===== src/rtl/branch_predictor_pkg.sv =====
// Shared definitions for the branch predictor: 2-bit direction counter encodings,
// the counter step function and the PC field positions used for index/tag extraction.
package branch_predictor_pkg;

  // 2-bit direction counter; MSB set means "predict taken".
  typedef enum logic [1:0] {
    CtrStrongNt = 2'b00,
    CtrWeakNt   = 2'b01,
    CtrWeakT    = 2'b10,
    CtrStrongT  = 2'b11
  } ctr2_e;

  // Instructions are word aligned, so the index starts above the byte offset.
  localparam int unsigned PcIdxLsb  = 2;
  localparam logic [31:0] InstBytes = 32'd4;

  // Saturating step of a direction counter towards the resolved outcome.
  function automatic ctr2_e ctr2_step(input ctr2_e ctr, input logic taken);
    ctr2_e nxt;
    nxt = ctr;
    case (ctr)
      CtrStrongNt: nxt = taken ? CtrWeakNt  : CtrStrongNt;
      CtrWeakNt:   nxt = taken ? CtrWeakT   : CtrStrongNt;
      CtrWeakT:    nxt = taken ? CtrStrongT : CtrWeakNt;
      CtrStrongT:  nxt = taken ? CtrStrongT : CtrWeakT;
      default:     nxt = CtrWeakNt;
    endcase
    return nxt;
  endfunction

  function automatic logic ctr2_taken(input ctr2_e ctr);
    return (ctr == CtrWeakT) || (ctr == CtrStrongT);
  endfunction

endpackage


===== src/rtl/bp_sat_counter.sv =====
// Width-bit event counter that sticks at all-ones instead of wrapping.
module bp_sat_counter #(
  parameter int unsigned Width = 16
) (
  input  logic             clk_i,
  input  logic             rst_ni,
  input  logic             inc_i,
  output logic [Width-1:0] count_o
);

  logic [Width-1:0] count_q, count_d;

  // Next count: step by one unless already saturated.
  always_comb begin
    count_d = count_q;
    if (inc_i && (count_q != '1)) begin
      count_d = count_q + Width'(1'b1);
    end
  end

  // Count register.
  always_ff @(posedge clk_i or negedge rst_ni) begin
    if (!rst_ni) begin
      count_q <= '0;
    end else begin
      count_q <= count_d;
    end
  end

  assign count_o = count_q;

endmodule


===== src/rtl/branch_predictor.sv =====
// Direct-mapped branch predictor: tagged BTB entries with 2-bit direction counters,
// bimodal (GHR_W=0) or gshare (GHR_W>0) indexing, and saturating update/miss statistics.
module branch_predictor
  import branch_predictor_pkg::*;
#(
  parameter int unsigned ENTRIES = 16,
  parameter int unsigned TAG_W   = 8,
  parameter int unsigned GHR_W   = 0,
  parameter int unsigned CNT_W   = 16,
  localparam int unsigned IDX    = $clog2(ENTRIES),
  localparam int unsigned GW     = (GHR_W > 0) ? GHR_W : 1
) (
  input  logic             CLOCK,
  input  logic             RESET_N,
  input  logic [31:0]      LOOKUP_PC,
  output logic             PRED_TAKEN,
  output logic [31:0]      PRED_TARGET,
  output logic [GW-1:0]    PRED_GHR,
  input  logic             UPD_VALID,
  input  logic [31:0]      UPD_PC,
  input  logic             UPD_TAKEN,
  input  logic [31:0]      UPD_TARGET,
  input  logic [GW-1:0]    UPD_GHR,
  input  logic             UPD_MISPRED,
  input  logic             INVALIDATE,
  output logic [CNT_W-1:0] UPD_COUNT,
  output logic [CNT_W-1:0] MISS_COUNT
);

  localparam int unsigned TagLsb = IDX + PcIdxLsb;

  // Table state; tags and targets carry no reset since valid gates their use.
  logic [ENTRIES-1:0] valid_q, valid_d;
  ctr2_e              ctr_q [ENTRIES];
  ctr2_e              ctr_d [ENTRIES];
  logic [TAG_W-1:0]   tag_q [ENTRIES];
  logic [TAG_W-1:0]   tag_d [ENTRIES];
  logic [31:0]        tgt_q [ENTRIES];
  logic [31:0]        tgt_d [ENTRIES];
  logic [GW-1:0]      ghr_q, ghr_d;

  logic [IDX-1:0]     lk_hist, up_hist;
  logic [IDX-1:0]     lk_idx, up_idx;
  logic [TAG_W-1:0]   lk_tag, up_tag;
  logic               lk_hit, up_hit;
  logic               unused_upd;

  // History folded into the index; stays zero for bimodal so the XOR drops out.
  always_comb begin
    lk_hist = '0;
    up_hist = '0;
    if (GHR_W > 0) begin
      lk_hist[GW-1:0] = ghr_q;
      up_hist[GW-1:0] = UPD_GHR;
    end
  end

  assign lk_idx = LOOKUP_PC[IDX+1:PcIdxLsb] ^ lk_hist;
  assign up_idx = UPD_PC[IDX+1:PcIdxLsb] ^ up_hist;
  assign lk_tag = LOOKUP_PC[TAG_W+TagLsb-1:TagLsb];
  assign up_tag = UPD_PC[TAG_W+TagLsb-1:TagLsb];

  assign lk_hit = valid_q[lk_idx] && (tag_q[lk_idx] == lk_tag);
  assign up_hit = valid_q[up_idx] && (tag_q[up_idx] == up_tag);

  // Byte offset and bits above the tag never select an entry.
  assign unused_upd = ^{UPD_PC[1:0], UPD_PC >> (TAG_W + TagLsb), UPD_GHR};

  // Lookup reads registered state only, so a same-cycle update is seen next cycle.
  always_comb begin
    PRED_TAKEN  = lk_hit && ctr2_taken(ctr_q[lk_idx]);
    PRED_TARGET = PRED_TAKEN ? tgt_q[lk_idx] : (LOOKUP_PC + InstBytes);
    PRED_GHR    = ghr_q;
  end

  // Table and history next state; invalidate wins over a coincident update.
  always_comb begin
    valid_d = valid_q;
    ctr_d   = ctr_q;
    tag_d   = tag_q;
    tgt_d   = tgt_q;
    ghr_d   = ghr_q;
    if (INVALIDATE) begin
      valid_d = '0;
      ghr_d   = '0;
    end else if (UPD_VALID) begin
      if (up_hit) begin
        ctr_d[up_idx] = ctr2_step(ctr_q[up_idx], UPD_TAKEN);
        if (UPD_TAKEN) begin
          tgt_d[up_idx] = UPD_TARGET;
        end
      end else if (UPD_TAKEN) begin
        // Taken miss replaces whatever lived at this index.
        valid_d[up_idx] = 1'b1;
        tag_d[up_idx]   = up_tag;
        tgt_d[up_idx]   = UPD_TARGET;
        ctr_d[up_idx]   = CtrWeakT;
      end
      if (GHR_W > 0) begin
        ghr_d    = ghr_q << 1;
        ghr_d[0] = UPD_TAKEN;
      end
    end
  end

  // Valid bits, direction counters and history; reset gives a cold table.
  always_ff @(posedge CLOCK or negedge RESET_N) begin
    if (!RESET_N) begin
      valid_q <= '0;
      ghr_q   <= '0;
      for (int unsigned i = 0; i < ENTRIES; i++) begin
        ctr_q[i] <= CtrWeakNt;
      end
    end else begin
      valid_q <= valid_d;
      ghr_q   <= ghr_d;
      for (int unsigned i = 0; i < ENTRIES; i++) begin
        ctr_q[i] <= ctr_d[i];
      end
    end
  end

  // Tag and target payload storage.
  always_ff @(posedge CLOCK) begin
    for (int unsigned i = 0; i < ENTRIES; i++) begin
      tag_q[i] <= tag_d[i];
      tgt_q[i] <= tgt_d[i];
    end
  end

  // Every accepted update is counted, including one dropped by a coincident invalidate.
  bp_sat_counter #(
    .Width(CNT_W)
  ) u_upd_count (
    .clk_i  (CLOCK),
    .rst_ni (RESET_N),
    .inc_i  (UPD_VALID),
    .count_o(UPD_COUNT)
  );

  bp_sat_counter #(
    .Width(CNT_W)
  ) u_miss_count (
    .clk_i  (CLOCK),
    .rst_ni (RESET_N),
    .inc_i  (UPD_VALID && UPD_MISPRED),
    .count_o(MISS_COUNT)
  );

endmodule


===== config.mk =====
export PLATFORM = sky130hd
export DESIGN_NAME = branch_predictor
export DESIGN_NICKNAME = d
export VERILOG_FILES = /design/src/rtl/branch_predictor_pkg.sv /design/src/rtl/bp_sat_counter.sv /design/src/rtl/branch_predictor.sv
export SDC_FILE = /design/constraint.sdc
export NUM_CORES = 1
export LEC_CHECK = 0
export CAP_MARGIN = 10
export CORE_AREA = 2 2 265 267
export DETAILED_ROUTE_END_ITERATION = 8
export DIE_AREA = 0 0 267 269
export PLACE_DENSITY = 0.63
export SETUP_SLACK_MARGIN = 0.05
export SYNTH_ARGS = -nofsm -noshare
export SYNTH_HDL_FRONTEND = slang
export SYNTH_SLANG_ARGS = --single-unit

===== constraint.sdc =====
create_clock -name CLOCK -period 4.8 [get_ports CLOCK]
set_clock_uncertainty 0.1 [all_clocks]
set_input_delay 0.48 -clock CLOCK [delete_from_list [all_inputs] [get_ports CLOCK]]
set_output_delay 0.48 -clock CLOCK [all_outputs]
set_load 0.005 [all_outputs]

Word level (Yosys, flattened, before mapping)
Cells that the tools add are included.
{ "op_classes": {"magnitude_cmp": 6, "shifts": 0, "mux": 45, "n_mul": 0, "n_div": 0, "n_addsub": 3, "bitwise": 8, "n_reduce_logical": 17, "eq_ne": 10} }
{ "op_table": {"columns": ["operator", "n"], "rows": [
  ["$bwmux 512", 1],
  ["$mux 32", 6],
  ["$bmux 32 s4", 1],
  ["$bwmux 128", 1],
  ["$demux 32 s4", 1],
  ["$bmux 8 s4", 2],
  ["$mux 16", 4],
  ["$mux 8", 5],
  ["$add 16x1->16 const B", 2],
  ["$add 32x3->32 const B", 1],
  ["$bwmux 32", 1],
  ["$demux 8 s4", 1],
  ["$ne 16x16->1 const B", 2],
  ["$or 16x16->16", 2],
  ["$mux 2", 10],
  ["$and 16x16->16", 1],
  ["$bmux 2 s4", 2],
  ["$eq 8x8->1", 2],
  ["$not 16->16", 1],
  ["$ge 5x5->1 const B", 2],
  ["$lt 4x5->1 const B", 2],
  ["$not 4->5", 2],
  ["$reduce_and 3->1", 3],
  ["$bmux 1 s4", 2],
  ["15 further kinds", 32]
]} }
{ "word_totals": {"ram_bits": 0, "rom_bits": 0, "latchBits": 0, "regBits": 720, "memories": 0, "elab_cells": 140} }

Depth between registers and ports, before layout
Gate-level depths: netlist of the first run.
{ "depth": {"depth_word": 11, "depth_mapped": 14} }

Modules after synthesis
A second synthesis of the first run with hierarchy kept.
{ "unflattened": {"cells_unflattened": 1657, "hier_area_um2": 31164.9} }
{ "by_module_without_submodules": {"columns": ["module", "area_per_inst_um2", "seq_area_each_um2", "cells_per_inst", "instances"], "rows": [
  ["branch_predictor", 29445.7, 20439.6, 1513, 1],
  ["bp_sat_counter", 859.6, 400.4, 72, 2]
]} }

Worst setup path after synthesis of the first run
No wires, ideal clock.
{ "synth_timing": {"path_kind": "input-to-output", "start": "input port LOOKUP_PC[2]", "end": "output port PRED_TARGET[0]", "slack_ns": 1.030, "path_stages": 10, "required_ns": 4.220, "t_arrival_ns": 3.190, "path_cell_list": "buf_6 buf_8 buf_2 buf_2 buf_2 clkbuf_1 buf_2 mux4_2 mux4_2 mux2_2"} }
{ "synth_via": {"elab_chain_len": 8, "elab_cells_between_ends": 19, "cone_classes": "eq/ne (3); mux (12); bitwise (1); reduce/logical (3)"} }
{ "synth_rtl": {"columns": ["item", "line", "rtl"], "rows": [
  ["start: declaration", "branch_predictor.sv:15", "input logic [31:0] LOOKUP_PC,"],
  ["$not 4->5 (implied by the code)", "branch_predictor.sv:63, branch_predictor.sv:71, branch_predictor.sv:72", null],
  ["$bmux 8 s4 or $bmux 2 s4 (tied branches)", "branch_predictor.sv:63, branch_predictor.sv:71", null],
  ["$mux 8 (implied by the code) or $mux 2 (tied branches) (2 in a row)", "branch_predictor.sv:63, branch_predictor.sv:71", null],
  ["$eq 8x8->1 or $eq 2x2->1 (tied branches)", "branch_predictor.sv:63, branch_predictor_pkg.sv:32", null],
  ["$logic_and 1x1->1 or $logic_or 1x1->1 (tied branches)", "branch_predictor.sv:63, branch_predictor_pkg.sv:32", null],
  ["$logic_and 1x1->1", "branch_predictor.sv:71", "PRED_TAKEN = lk_hit && ctr2_taken(ctr_q[lk_idx]);"],
  ["$mux 32 (*)", "branch_predictor.sv:72", "PRED_TARGET = PRED_TAKEN ? tgt_q[lk_idx] : (LOOKUP_PC + InstBytes);"],
  ["end: declaration", "branch_predictor.sv:17", "output logic [31:0] PRED_TARGET,"]
]} }
Mark *: on every way between the ends. The rest lies on a longest branch, timed or not. The select of a mux whose other input is x is not followed.

Final worst setup path of the first run
{ "layout_timing": {"start": "register tag_q[113] (netlist bit)", "end": "output port PRED_TARGET[3]"} }
{ "layout_via": {"elab_chain_len": 7} }
{ "layout_rtl": {"columns": ["item", "line", "rtl"], "rows": [
  ["start: declaration", "branch_predictor.sv:36", "logic [TAG_W-1:0] tag_q [ENTRIES];"],
  ["start signal: indexed assignment", "branch_predictor.sv:126", "tag_q[i] <= tag_d[i];"],
  ["$bmux 8 s4", "branch_predictor.sv:63", "assign lk_hit = valid_q[lk_idx] && (tag_q[lk_idx] == lk_tag);"],
  ["$mux 8 (implied by the code) (2 in a row)", "branch_predictor.sv:63", null],
  ["$eq 8x8->1", "branch_predictor.sv:63", null],
  ["$logic_and 1x1->1", "branch_predictor.sv:63", null],
  ["$logic_and 1x1->1", "branch_predictor.sv:71", null],
  ["$mux 32", "branch_predictor.sv:72", null]
]} }
No other way between the ends. The select of a mux whose other input is x is not followed.

==> reports/results.txt, run 1 <==
The run finished with clean final reports. At the worst endpoint, the required time is 4220 ps. The power per cell area was 385 nW/um^2; the post-synthesis net count was 1714. The Yosys step of the flow raised 0 warnings. Global routing consumed, over all layers together, 20.9% of the routing resources. Total power for the finished layout comes to 13900 uW.

The first routing iteration left 1459 violations. In this run the horizontal extent of the chip is 267 um. The H-tree was split into 3 levels.

For the wire length of the first global-routing pass, the log shows 109 mm. After clock tree synthesis, the clock-pin slew on the worst setup and hold paths is 60 ps. Counting flops and latches in the post-synthesis netlist gives 720.

169 I/O pins were placed. STA classifies the critical path startpoint as a register. The tools report the post-detailed-route count of antenna-violating nets as 0. For this block, the via count after detailed routing is 16200. The maximum number of pins on one net before global-route repair came out at 89. In this run the power spent charging and discharging nets is 3100 uW. Of the available clock period, the critical path in the final layout requires 97.3%. The run gives 10800 uW as the internal portion of total power.

The logs give 42.0% for the power share of the clock group and 21200 sq um for the sequential standard cell area. Setup repair after global routing could not meet its margin everywhere. Based on the critical path, the design can be clocked at up to 214 MHz. The tools report the wire length reported by the detailed router as 74.1 mm.

The post-synthesis instance area is 30800 sq um. Total count of max-transition violations in the final report: 0. The run gives 23.9% as the normalized max-slew margin. The pre-antenna-repair detailed-routing pass consisted of 6 iterations. Ranked by total cell area, the synthesized netlist is headed by sky130_fd_sc_hd__edfxtp_1 62%, sky130_fd_sc_hd__mux4_2 16%, sky130_fd_sc_hd__dfrtp_1 5.2%, sky130_fd_sc_hd__mux2i_1 2.3%, sky130_fd_sc_hd__xnor2_1 1.4%. Clock tree root buffer cell: sky130_fd_sc_hd__clkbuf_16. The run gives 4 as the number of antenna violations at the first check in global routing.

The share of Yosys cell area claimed by the top area cell type was 62.4%; the max-cap violation count was 0. In the final timing run, aggregate negative setup slack is 0 ps. The tools report the placement row count as 97. Sequential share of the synthesized area: 68.9%.

The worst-skew pair later-pin latency was 630 ps; the buffer depth of the longest clock path was 3. Summing all multi-input logic gate instances after layout gives 8950 sq um. Die footprint: 71800 sq um.

The congestion estimate from routability-driven global placement came to 0.907. Leading cell type by number of instances after synthesis: sky130_fd_sc_hd__edfxtp_1. Input and output buffers added on the ports amount to 146. Relative to the synthesized area, the layout overhead comes to 17.7%. Counting instances in the post-synthesis netlist gives the leading cell types as 640 x sky130_fd_sc_hd__edfxtp_1, 216 x sky130_fd_sc_hd__mux4_2, 84 x sky130_fd_sc_hd__nand2_1, 78 x sky130_fd_sc_hd__nor2_1, 70 x sky130_fd_sc_hd__mux2i_1.

At the worst endpoint, the arrival time is 4090 ps. The post-synthesis area per instance is 19.2 sq um, and the setup-violating endpoint count in the final report is 0. TritonCTS built the clock tree.

The transition at the pin with the smallest max-transition slack was 1140 ps. For the total DRC errors in the routed layout, the log shows 0. The worst min-delay path class is reg2reg. The routed length per placed instance was 26.3 um; the core area was 69300 sq um. The type of element capturing the critical path is a primary output. The type of the setup path with the least slack is reg2out. The run gives 1921 as the count of nets after finishing. After synthesis, the netlist uses 57 different library cells. The logs give 0 for the final hold violation count and 0.0123 uW for the cell leakage power.

The effective utilization at floorplan is 44.5%, and the share of final-layout standard cells stronger than drive strength 1 is 26.1%. The switching share of power is 22.2%. Cell taking the most area after synthesis: sky130_fd_sc_hd__edfxtp_1.

The die span in y works out to 269 um. The leftover overflow at the end of global routing came out at 0. The tools report the number of sinks handled by clock tree synthesis as 720. Of all nets on the critical path, the largest fanout is 6. Counting flops with an async set or reset pin after synthesis yields a share of 11.1%. The filler cell count came out at 5389. VDD sags by at most 0.293 mV.

The number of instances in the synthesized netlist was 1608. The number of buffers created by CTS is 77, and the number of flops mapped to enable cells by yosys is 640. Combinational logic burns 7.5% of the power. Among all flip-flop cells after synthesis, the most frequent one is sky130_fd_sc_hd__edfxtp_1. The clock period minus final worst setup slack was 4670 ps. Sequential cells burn 50.5% of the power. The wire-length estimate of the detail-placed layout is 43.8 mm. The number of global-route vias before repair is 16900.

The average via count per standard cell came out at 5.74.
[through the flow]
step	instance area, sq um	cells	hold slack [ps]	worst slack (ps)	utilization, %
after global placement	33600	2671	364	95.5	48.5
after CTS	36200	2812	381	37.3	52.2
after global routing	36300	2816	402	31.3	52.3
after detailed placement	33600	2671	366	161	48.5
after floorplan	30800	1608	84.4	1030	-
final	36300	2818	377	128	52.3
[placed cells by master, fill, tap and decap left out, drive strengths merged, types with 3 or more instances in the layout]
master,count
a21oi,5
a22oi,6
and2,5
and3,9
buf,75
bufinv,7
clkbuf,91
clkdlybuf4s50,138
clkinv,41
dfrtp,64
dfstp,16
edfxtp,640
ha,3
inv,41
mux2,38
mux2i,70
mux4,231
nand2,84
nand2b,6
nand3,28
nand4,34
nor2,78
nor2b,10
nor3,9
o2111ai,3
o21ai,8
o22ai,20
or2,4
or3,5
xnor2,49
xor2,29
[path summary, 6_finish.rpt]
| kind | slack, ps | depth (start not counted) | start | to |
|---|---|---|---|---|
| max | 130 | 9 | tag_q[113] | PRED_TARGET[3] |
| min | 380 | 2 | ctr_q[28] | ctr_q[28] |
| max reg2reg | 1610 | 9 | tag_q[38] | tag_q[120] |
| min reg2reg | 380 | 2 | ctr_q[28] | ctr_q[28] |
| max in group asynchronous | 3490 | 2 | RESET_N | ctr_q[15] |
| min in group asynchronous | 460 | 2 | RESET_N | u_upd_count.count_o[11] |
[state kept, by name, indices dropped and copies added (netlist names)]
name	cells
u_miss_count.count_o	16
ctr_q	32
valid_q	16
u_upd_count.count_o	16
tag_q	128
tgt_q	512
[worst max-delay path: stages, from the launching register on]
cell and delay [ps]:
sky130_fd_sc_hd__edfxtp_1 380, sky130_fd_sc_hd__mux4_1 510, sky130_fd_sc_hd__mux4_2 540, sky130_fd_sc_hd__xnor2_2 170
sky130_fd_sc_hd__nand2_2 120, sky130_fd_sc_hd__a2111oi_4 330, sky130_fd_sc_hd__and3_4 410, sky130_fd_sc_hd__clkbuf_16 240
sky130_fd_sc_hd__mux2_4 310, sky130_fd_sc_hd__clkdlybuf4s50_1 450
[power groups by stage]
stage | combinational (uW) | clock [uW] | sequential, uW
after floorplan | 579 | 0 | 7150
after global placement | 1020 | 0 | 7170
after detailed placement | 1040 | 0 | 7170
after CTS | 1050 | 5960 | 7040
after global routing | 1120 | 6210 | 7060
final | 1040 | 5860 | 7050
[layer usage]
layer	part of all wire, %	global-route usage [%]
met3	6.7	3.91
met4	2.1	6.23
met2	50	35.1
met1	41	27.8
met5	0.040	0
[timing repair]
item | 4_1_cts | 5_1_grt
endpoints found under the setup margin | 31 | 31
endpoints found under the hold margin | 64 | 0
gates cloned | 0 | 3
pin swaps | 0 | 3
setup buffers | 0 | 1
resized for setup | 2 | 13
hold buffers | 1 | 0
[kinds of logic (layout without fill, tap and decap cells)]
group                      after synthesis  in the layout  synth area share [%]
other                                    1              3                0.0122
muxes                                  339            339                  21.1
AOI/OAI and AO/OA                       52             52                  1.15
DFF                                    720            720                  68.9
adders and majority gates                5              5                 0.187
xor gates and xnor gates                78             78                  2.22
and+or+nand+nor                        283            283                  4.36
buffers and inverters                  130            398                  2.05
[cell type report]
class | count | area share (%)
Multi-Input combinational cell | 758 | 24.7
Clock inverter | 51 | 1.48
Timing Repair Buffer | 218 | 6.11
Sequential cell | 720 | 58.6
Antenna cell | 2 | 0.0138
Inverter | 40 | 0.414
Tap cell | 940 | 3.24
Clock buffer | 89 | 5.47
(Power assumes the default switching activity.)
==> run 2, diff against run 1 <==
Settings changed: CORE_AREA 2 2 265 267 to 2 2 240 242, DIE_AREA 0 0 267 269 to 0 0 242 244, PLACE_DENSITY 0.63 to 0.75.
Clock period 4.8 ns to 5.43 ns, I/O delays scaled along.
==> run 2 against run 1 <==
  * The run now ends with negative hold slack left
  * Worst hold slack worse by 380 ps
  * Clock power is 19% lower
  * Critical path depth rose by 3
  * Die area is 18% lower
  * Global-route usage rose by 4.0 points
  * Wire length shrank 2.2%
  * Core utilization rose by 11 points
  * Clock-buffer cell count is 3 higher
  * Flip-flop and latch count unchanged
  * Cell area is 2.0% lower
  * Via count grew 1.6%
==> reports/results.txt, run 2 (synthesized netlist as in run 1, its figures left out) <==
The horizontal die dimension works out to 242 um. Register ranked first by flip-flop count: tgt_q. The number of hold buffers added after CTS was 0. The count of boundary I/O pins is 169, and the post-detailed-route count of antenna-violating nets is 0.

Dividing the detail-routed via count by the number of cells gives 6.27. The total DRC errors in the routed layout is 0, and the largest fanout on the critical path is 14. After detailed placement, the design holds a cell count of 2488. The placement row count came out at 87. At the end of the flow the core is filled with cells to 63.3%. For this run, the top clock speed supported by timing is 205 MHz.

Counting every sink on the clock net gives 720. In this run the power density over the cells is 334 nW/um^2. For this design the static power due to leakage is 0.0121 uW.

Relative to the synthesized area, the layout overhead comes to 15.4%. In this run the worst hold path is classified as in2async. At the end of routability-driven placement, the weighted congestion stood at 0.896. Post-CTS timing repair inserted 0 buffers for setup. The run gives 17100 as the number of global-route vias before repair. Setup violations remaining at the end of the flow were counted as 0. For the worst-skew pair, the clock arrives at the later sink with an insertion delay of 620 ps. The share of final-layout standard cells stronger than drive strength 1 is 25.0%, and the worst-case register-to-register setup slack is 2030 ps. The worst setup path is captured at a primary output. The worst setup path is of the in2out kind. The checks that failed: negative hold slack. The clock period minus final worst setup slack was 4880 ps.

In the final layout, the registers with the most flip-flops are tgt_q x512, tag_q x128, ctr_q x32. The buffer depth of the longest clock path is 3, and the post-route fraction of the period consumed by the critical path is 89.8%. Routed length per placed instance: 27.7 um.

The effective utilization at floorplan was 54.8%; the number of antenna violations at the first check in global routing was 4. Clock tree synthesis inserted a total of 72 buffers. For the worst setup path, the data required time is 4790 ps. The maximum number of pins on one net before global-route repair was 81. The pre-antenna-repair detailed-routing pass consisted of 6 iterations. The logs give 35500 sq um for the post-layout instance area and 3 for the number of H-tree levels. The post-placement cell area is 33300 sq um, and the filler-free cell count of the finished design is 2619.

The library cell used most frequently in the layout, excluding fill and tap cells, is sky130_fd_sc_hd__edfxtp_1. The wire length of the first global-routing pass is 108 mm, and the transition at the pin with the smallest max-transition slack is 1260 ps. The wire length reported by the detailed router is 72.5 mm. The post-CTS clock slew at the launch and capture registers of the worst setup and hold paths is 60 ps.

The post-DP HPWL was 44.3 mm; the worst-case reg-to-reg path depth was 7. The total area inside the core boundary comes to 56200 sq um. The die span in y is 244 um, and the number of instances resized during post-cts repair is 0.

For this run, the total global-route usage over all layers was measured as 24.9%. The tools report the normalized max-slew margin as 15.7%. The final hold violation count was 2. For the count of nets after finishing, the log shows 1912. For the worst voltage drop across the vdd grid, the log shows 0.247 mV. The register with the most flip-flops in the layout has 512 of them. The total overflow left after global routing is 0. The tools report the worst hold margin as -3.96 ps. TritonCTS built the clock tree. The die covers 59000 sq um. The routed layout has 16400 vias. The tools report the capture point of the worst reg-to-reg path as tag_q[105].

The reg-to-reg critical path startpoint was tag_q[7]. The library cells used most frequently in the layout, excluding fill and tap cells, are 640 x sky130_fd_sc_hd__edfxtp_1, 216 x sky130_fd_sc_hd__mux4_2, 140 x sky130_fd_sc_hd__clkdlybuf4s50_1, 84 x sky130_fd_sc_hd__nand2_1, 78 x sky130_fd_sc_hd__nor2_1. The startpoint class of the critical path is an input pin. The detailed router finished its first iteration with 1677 violations.

The number of I/O port buffers came out at 146. Setup repair after global routing left no endpoint under its margin. The run gives 4230 ps as the signal arrival time at the worst endpoint.

The total count of max-transition violations in the final report came out at 0. Across the run, the number of max-cap violations was 0. The flow ran to the end, but the final reports show violations. In this run the worst setup path begins at LOOKUP_PC[5]. The run gives 0 ps as the sum of negative setup slack. Clock tree root buffer cell: sky130_fd_sc_hd__clkbuf_16.
==> run 2: cell types whose count changed in the layout (fill, tap and decap cells not counted), sizes merged, moves of 2 or more <==
cell	delta
bufinv	-4
clkdlybuf4s50	+2
clkinv	-12
clkinvlp	+3
dlymetal6s2s	-2
==> run 2: how the worst max path moves through the flow <==
stage	to	slack [ps]	cells after the start
after floorplan	PRED_TARGET[0]	1530	10
after global placement	PRED_TARGET[11]	490	10
after detailed placement	PRED_TARGET[9]	530	11
after CTS	PRED_TARGET[9]	520	11
after global routing	PRED_TARGET[9]	340	11
final	PRED_TARGET[9]	550	12
==> run 2: worst max-delay path: stages <==
cell	delay, ps
sky130_fd_sc_hd__clkdlybuf4s50_1	570
sky130_fd_sc_hd__buf_4	260
sky130_fd_sc_hd__buf_4	250
sky130_fd_sc_hd__nor2b_1	70
sky130_fd_sc_hd__o2111ai_1	150
sky130_fd_sc_hd__nand3_1	130
sky130_fd_sc_hd__nor4_1	550
sky130_fd_sc_hd__and4b_1	310
sky130_fd_sc_hd__and3_2	220
sky130_fd_sc_hd__buf_4	330
sky130_fd_sc_hd__mux2_4	370
sky130_fd_sc_hd__clkdlybuf4s50_1	470
==> run 2: report_power, final <==
group	internal (uW)	leakage [uW]	total [uW]	switching, uW
logic	465	0.00422	908	443
clock network	2690	0.00108	4750	2060
registers	6130	0.00677	6230	95.9
==> run 2: per-layer routing <==
metal / part of all wire [%] / up-vias / global-route usage (%) / wire length, um
li1: - / 6893 / - / -
met5: 0.044 / - / 0 / 32
met2: 50 / 800 / 41.4 / 36500
met3: 7.0 / 127 / 3.68 / 5060
met1: 39 / 8610 / 33.6 / 28500
met4: 3.3 / 4 / 9.86 / 2370
==> run 2: cell type report <==
cell class / count / area [sq um]
Antenna cell: 1 / 2.50
Sequential cell: 720 / 21200
Tap cell: 756 / 946
Clock buffer: 92 / 1940
Fill cell: 3845 / 20600
Inverter: 40 / 150
Timing Repair Buffer: 214 / 2010
Multi-Input combinational cell: 758 / 8940
Clock inverter: 38 / 318
==> run 2: stage by stage <==
step / setup slack [ps] / total power [uW] / hold slack (ps)
3_3_place_gp: 493 / 7230 / 361
6_report: 553 / 11900 / -3.96
4_1_cts: 522 / 12000 / 39.6
3_5_place_dp: 530 / 7250 / 368
2_1_floorplan: 1530 / 6830 / 147
5_1_grt: 336 / 12200 / 89.0
